--- config.mk ---
export PLATFORM = sky130hd
export DESIGN_NAME = regfl_seq
export DESIGN_NICKNAME = d
export VERILOG_FILES = /design/src/rtl/regfl_seq_pkg.sv /design/src/rtl/regfl_seq_alu_add_sub.sv /design/src/rtl/regfl_seq.sv
export SDC_FILE = /design/constraint.sdc
export NUM_CORES = 1
export LEC_CHECK = 0
export CORE_UTILIZATION = 40
export CTS_BUF_LIST = sky130_fd_sc_hd__clkbuf_8
export DETAILED_ROUTE_END_ITERATION = 10
export GPL_TIMING_DRIVEN = 0
export PLACE_DENSITY_LB_ADDON = 0.12
export SYNTH_ARGS = -nofsm -noshare
export SYNTH_HDL_FRONTEND = slang
export SYNTH_SLANG_ARGS = --single-unit
export TNS_END_PERCENT = 100
--- constraint.sdc ---
create_clock -name clk -period 4.6 [get_ports clk]
set_input_delay 1.38 -clock clk [delete_from_list [all_inputs] [get_ports clk]]
set_output_delay 1.38 -clock clk [all_outputs]
set_load 0.02 [all_outputs]
--- src/rtl/regfl_seq_pkg.sv ---
// rtl/regfl_seq_pkg.sv - shared constants and state encoding for the regfl_seq micro-sequencer
//
// Holds the default data/address widths, the instruction opcodes and the
// sequencer state encoding. The regfl_seq and alu_add_sub files import it.

package regfl_seq_pkg;

    localparam int WIDTH_DEF = 8;
    localparam int AW_DEF    = 2;

    localparam logic [2:0] OP_LDI  = 3'b000;
    localparam logic [2:0] OP_MOV  = 3'b001;
    localparam logic [2:0] OP_ADD  = 3'b010;
    localparam logic [2:0] OP_SWAP = 3'b011;
    localparam logic [2:0] OP_SUB  = 3'b100;

    typedef enum logic [2:0] {
        S_IDLE = 3'd0,
        S_RD_A = 3'd1,
        S_RD_B = 3'd2,
        S_WR1  = 3'd3,
        S_WR2  = 3'd4,
        S_ERR  = 3'd5
    } state_t;

endpackage

--- src/rtl/regfl_seq_alu_add_sub.sv ---
// rtl/regfl_seq_alu_add_sub.sv - WIDTH-bit adder/subtractor with carry/borrow out
//
// Computes lhs + rhs, or lhs - rhs when sub is high. carry_out is bit WIDTH
// of the full result: a carry for add, a borrow (lhs < rhs) for subtract.
// Config macro: REGFL_SEQ_SUB_EN adds the sub port and the subtract path;
// without it the block is a plain adder.
//
// Ports:
//   sub        in   1      select subtract (REGFL_SEQ_SUB_EN only)
//   lhs        in   WIDTH  left operand (destination register value)
//   rhs        in   WIDTH  right operand (source register value)
//   result     out  WIDTH  result modulo 2**WIDTH
//   carry_out  out  1      carry (add) or borrow (sub)

module alu_add_sub #(
    parameter int WIDTH = regfl_seq_pkg::WIDTH_DEF
) (
`ifdef REGFL_SEQ_SUB_EN
    input  logic             sub,
`endif
    input  logic [WIDTH-1:0] lhs,
    input  logic [WIDTH-1:0] rhs,
    output logic [WIDTH-1:0] result,
    output logic             carry_out
);

    logic [WIDTH:0] full;

    always_comb begin
`ifdef REGFL_SEQ_SUB_EN
        // Zero-extended subtraction wraps into bit WIDTH exactly when lhs < rhs.
        if (sub) begin
            full = {1'b0, lhs} - {1'b0, rhs};
        end else begin
            full = {1'b0, lhs} + {1'b0, rhs};
        end
`else
        full = {1'b0, lhs} + {1'b0, rhs};
`endif
    end

    assign result    = full[WIDTH-1:0];
    assign carry_out = full[WIDTH];

endmodule

--- src/rtl/regfl_seq.sv ---
// rtl/regfl_seq.sv - micro-sequencer driving a register file's write and read ports
//
// Accepts one LDI/MOV/ADD/SWAP (and SUB) instruction per valid/ready handshake.
// Each instruction runs as a short read/read/write sequence against an
// external register file with a combinational read port. The carry/borrow
// of the last ADD/SUB is kept in carry.
// Config macro: REGFL_SEQ_SUB_EN makes opcode 100 a SUB (dst - src); without
// it, opcode 100 is rejected like any other illegal opcode.
//
// Ports:
//   clk, rst                 clock, asynchronous active-high reset
//   instr_valid/instr_ready  instruction handshake (ready only in IDLE)
//   instr_op/dst/src/imm     opcode, destination, source, LDI immediate
//   rf_wr_e/addr/data        register file write port
//   rf_rd_addr/rf_rd_data    register file read port (same-cycle data)
//   done                     pulse in the final write cycle
//   err                      pulse when an illegal opcode is dropped
//   carry                    carry/borrow of the last ADD/SUB

module regfl_seq
    import regfl_seq_pkg::*;
#(
    parameter int WIDTH = WIDTH_DEF,
    parameter int AW    = AW_DEF
) (
    input  logic             clk,
    input  logic             rst,
    input  logic             instr_valid,
    output logic             instr_ready,
    input  logic [2:0]       instr_op,
    input  logic [AW-1:0]    instr_dst,
    input  logic [AW-1:0]    instr_src,
    input  logic [WIDTH-1:0] instr_imm,
    output logic             rf_wr_e,
    output logic [AW-1:0]    rf_wr_addr,
    output logic [WIDTH-1:0] rf_wr_data,
    output logic [AW-1:0]    rf_rd_addr,
    input  logic [WIDTH-1:0] rf_rd_data,
    output logic             done,
    output logic             err,
    output logic             carry
);

    state_t           state;
    state_t           state_nxt;
    logic [2:0]       op_q;
    logic [AW-1:0]    dst_q;
    logic [AW-1:0]    src_q;
    logic [WIDTH-1:0] imm_q;
    logic [WIDTH-1:0] a_q;
    logic [WIDTH-1:0] b_q;
    logic             accept;
    logic             is_arith;
    logic [WIDTH-1:0] alu_result;
    logic             alu_carry;

    assign accept = instr_valid && (state == S_IDLE);

    // B holds the destination value, A the source, so SUB yields dst - src.
    alu_add_sub #(.WIDTH(WIDTH)) u_alu (
`ifdef REGFL_SEQ_SUB_EN
        .sub       (op_q == OP_SUB),
`endif
        .lhs       (b_q),
        .rhs       (a_q),
        .result    (alu_result),
        .carry_out (alu_carry)
    );

    always_comb begin
        is_arith = (op_q == OP_ADD);
`ifdef REGFL_SEQ_SUB_EN
        if (op_q == OP_SUB) begin
            is_arith = 1'b1;
        end
`endif
    end

    always_ff @(posedge clk or posedge rst) begin
        if (rst) begin
            state <= S_IDLE;
            op_q  <= '0;
            dst_q <= '0;
            src_q <= '0;
            imm_q <= '0;
            a_q   <= '0;
            b_q   <= '0;
            carry <= 1'b0;
        end else begin
            state <= state_nxt;
            if (accept) begin
                op_q  <= instr_op;
                dst_q <= instr_dst;
                src_q <= instr_src;
                imm_q <= instr_imm;
            end
            if (state == S_RD_A) begin
                a_q <= rf_rd_data;
            end
            if (state == S_RD_B) begin
                b_q <= rf_rd_data;
            end
            if ((state == S_WR1) && is_arith) begin
                carry <= alu_carry;
            end
        end
    end

    always_comb begin
        state_nxt   = state;
        instr_ready = 1'b0;
        rf_wr_e     = 1'b0;
        rf_wr_addr  = '0;
        rf_wr_data  = '0;
        rf_rd_addr  = '0;
        done        = 1'b0;
        err         = 1'b0;
        case (state)
            S_IDLE: begin
                instr_ready = 1'b1;
                if (instr_valid) begin
                    case (instr_op)
                        OP_LDI:  state_nxt = S_WR1;
                        OP_MOV,
                        OP_ADD,
                        OP_SWAP: state_nxt = S_RD_A;
`ifdef REGFL_SEQ_SUB_EN
                        OP_SUB:  state_nxt = S_RD_A;
`endif
                        default: state_nxt = S_ERR;
                    endcase
                end
            end
            S_RD_A: begin
                rf_rd_addr = src_q;
                state_nxt  = (op_q == OP_MOV) ? S_WR1 : S_RD_B;
            end
            S_RD_B: begin
                rf_rd_addr = dst_q;
                state_nxt  = S_WR1;
            end
            S_WR1: begin
                rf_wr_e    = 1'b1;
                rf_wr_addr = dst_q;
                case (op_q)
                    OP_LDI:          rf_wr_data = imm_q;
                    OP_MOV, OP_SWAP: rf_wr_data = a_q;
                    default:         rf_wr_data = alu_result;
                endcase
                if (op_q == OP_SWAP) begin
                    state_nxt = S_WR2;
                end else begin
                    done      = 1'b1;
                    state_nxt = S_IDLE;
                end
            end
            S_WR2: begin
                rf_wr_e    = 1'b1;
                rf_wr_addr = src_q;
                rf_wr_data = b_q;
                done       = 1'b1;
                state_nxt  = S_IDLE;
            end
            S_ERR: begin
                err       = 1'b1;
                state_nxt = S_IDLE;
            end
            default: state_nxt = S_IDLE;
        endcase
    end

endmodule
==> metrics.txt <==
status=finished, final reports clean; CP arrival=2970 ps; area grow syn2layout=31.2%; first-pass GRT wire length=7.89 mm; Max Used Layer=met4; Hold Path Sink=imm_q[5]$_DFFE_PP0P_; Post-synth EDFFs=0; initial antenna violation count=0; Final Core Density=55.5%; skew final=4.86 ps; top-area cell type share of the netlist area=43.3%; Worst Hold Class=reg2reg; vias per inst=5.31; Pre-antenna DRT Iters=4; predominant post-synthesis flop cell=dfrtp_1; Max-Cap Viols=0; Met3 Wirelength=196 um; metal2 WL=2.00 mm; top cells by instance count after synthesis=dfrtp_1, mux2_2, nor2_1; average cell area after synthesis=11.1 sq um; Site Rows=25; synth warn=0; overall routing resource usage=20.0%; clk_lat worst skew=290 ps; crit path time final=4350 ps; top cells by area, synth=dfrtp_1, mux2_2, ha_1; Max Root-Sink Buffers=2; Final setup viols=0; flops & latches, synth=35; clk sink count=35; Horiz. Die Dim=73.1 um; TNS Setup=0 ps; hold buffers post-CTS=0; Worst R2R Start=a_q[0]$_DFFE_PP0P_; CP max FO=3; post-detail-place hpwl=3.33 mm; Synth Cell Area=0.00202 sq mm; PostCTS Resize Cnt=0; multi-input logic area=0.00107 sq mm; placed inst area=0.00256 sq mm; max-slew violations=0; nets=268; # diodes=0; CP Data Required Time=3220 ps; Die ar.=0.00535 sq mm; vias in the first global route=1624; Lkg Pwr=0.00110 uW; R2R Setup Slk=2600 ps; initial core utilization=42.3%; Post-synth ARST share=100%; routed length per instance=15.1 um; core footprint=0.00479 sq mm; CTS tree=done; max_slew headroom=57.4%; CTS root buffer=clkbuf_8; post-synthesis cell count=183; Post-CTS Setup Inserts=0; library cells used by synthesis=46; Seq/Total Area, Yosys=43.3%; remaining antenna violation count=0; post-route cell area=0.00266 sq mm; Iter 0 DRT Violations=48; final hold vios=0; crit path launch type=flop; RSZ-0062 raised after global routing=no; Synth area leader=dfrtp_1; worst-margin pin slew=638 ps; DRC viols=0; Reg2Reg Depth=6; Syn Nets=218; GP Congestion=0.815; die height=73.1 um; CP startpoint=a_q[0]$_DFFE_PP0P_; routed wire length=4.54 mm; port bufs=42; cts bufs inserted=5; grt total ovfl=0; clock slew at reported path FFs=70 ps; power density cells=792 mW/mm^2; IO Count=43; layout cells sized above 1=23.1%; HP Start=imm_q[5]$_DFFE_PP0P_; pin count of the biggest net entering global routing=24; Sequential Area=876 sq um; Layout fillers=448; H-Tree Depth=2; kind of end point of the critical path=output port; wl on met1=2.27 mm; period utilization=94.6%; maximum VDD drop=375 uV; Fmax achieved=0.230 GHz; WS Path Type=reg2out; R2R Path End=carry$_DFFE_PP0P_; via count=1598; Hold Crit Depth=1; most instantiated library cell after synthesis=dfrtp_1
==> sequential cells by signal, summed over array words and instances, names as in the netlist <==
register / count
b_q: 8
src_q: 2
state: 3
op_q: 3
a_q: 8
carry: 1
dst_q: 2
imm_q: 8
==> power by group <==
part           total (uW)  switching [uW]  internal [uW]
Clock                 242             107            134
Sequential            593             124            469
Combinational        1270             640            630
Total                2100             872           1230
==> placed cells by master (no fill, tap or decap), types with 2 or more instances in the layout <==
master / synthesis / routed
or2_2: 2 / 2
o21ai_0: 6 / 6
mux2_2: 31 / 31
and3b_1: 2 / 2
a22o_1: 4 / 4
clkdlybuf4s50_1: 0 / 42
inv_1: 7 / 8
ha_1: 8 / 8
nor3_1: 5 / 5
nor2_1: 10 / 10
o221a_2: 2 / 2
a21oi_1: 7 / 7
a22oi_1: 3 / 3
nand3b_1: 2 / 2
nand2b_1: 2 / 2
o211ai_1: 2 / 2
and2_1: 2 / 2
o221ai_1: 6 / 6
a21o_1: 2 / 2
a211oi_1: 3 / 3
nand3_1: 3 / 3
buf_4: 3 / 3
buf_2: 6 / 6
clkbuf_8: 0 / 7
dfrtp_1: 35 / 35
nand2_1: 8 / 8
==> area by class of cell <==
| class | instances | area share, % |
|---|---|---|
| plain buffers | 10 | 2.12 |
| clock buffers | 7 | 3.63 |
| clock inverters | 1 | 0.141 |
| inverters | 7 | 0.989 |
| multi-input cells | 131 | 40.1 |
| flip-flops and latches | 35 | 33.0 |
| well taps | 67 | 3.16 |
| repair buffers | 43 | 16.9 |
==> layer usage <==
layer  up-vias  track usage [%]
met5         -                0
met4         0             7.84
met3         6             4.97
met2        35             29.2
met1       769             28.2
li1        788                -
==> through the flow <==
stage	std cells	worst slack, ps	power (uW)	hold WS [ps]
2_1_floorplan	183	1200	1460	481
3_3_place_gp	292	539	1850	492
3_5_place_dp	293	536	1870	496
4_1_cts	301	212	2120	513
5_1_grt	301	104	2290	536
6_report	301	250	2100	518
==> logic make-up after synthesis <==
logic type / synth area share, %
compound gates: 16.8
fa+ha+maj: 5.93
simple gates: 12.2
buf+inv: 4.08
flops: 43.3
mux: 17.2
xor+xnor: 0.433
==> worst max path at each step <==
stage,end,slack [ps],cells after the start
finish,rf_wr_data[6],250,7
global route,rf_wr_data[6],100,7
CTS,rf_wr_data[6],210,7
detailed placement,rf_wr_data[6],540,7
global placement,rf_wr_data[6],540,7
floorplan,rf_wr_data[6],1200,6
==> worst max-delay path, stage by stage (launching register included) <==
cell	delay (ps)
dfrtp_1	400
ha_1	240
fa_1	430
a211oi_1	410
o21bai_1	120
a2111o_1	410
nand3b_1	80
clkdlybuf4s50_1	600
(Power assumes the default switching activity.)
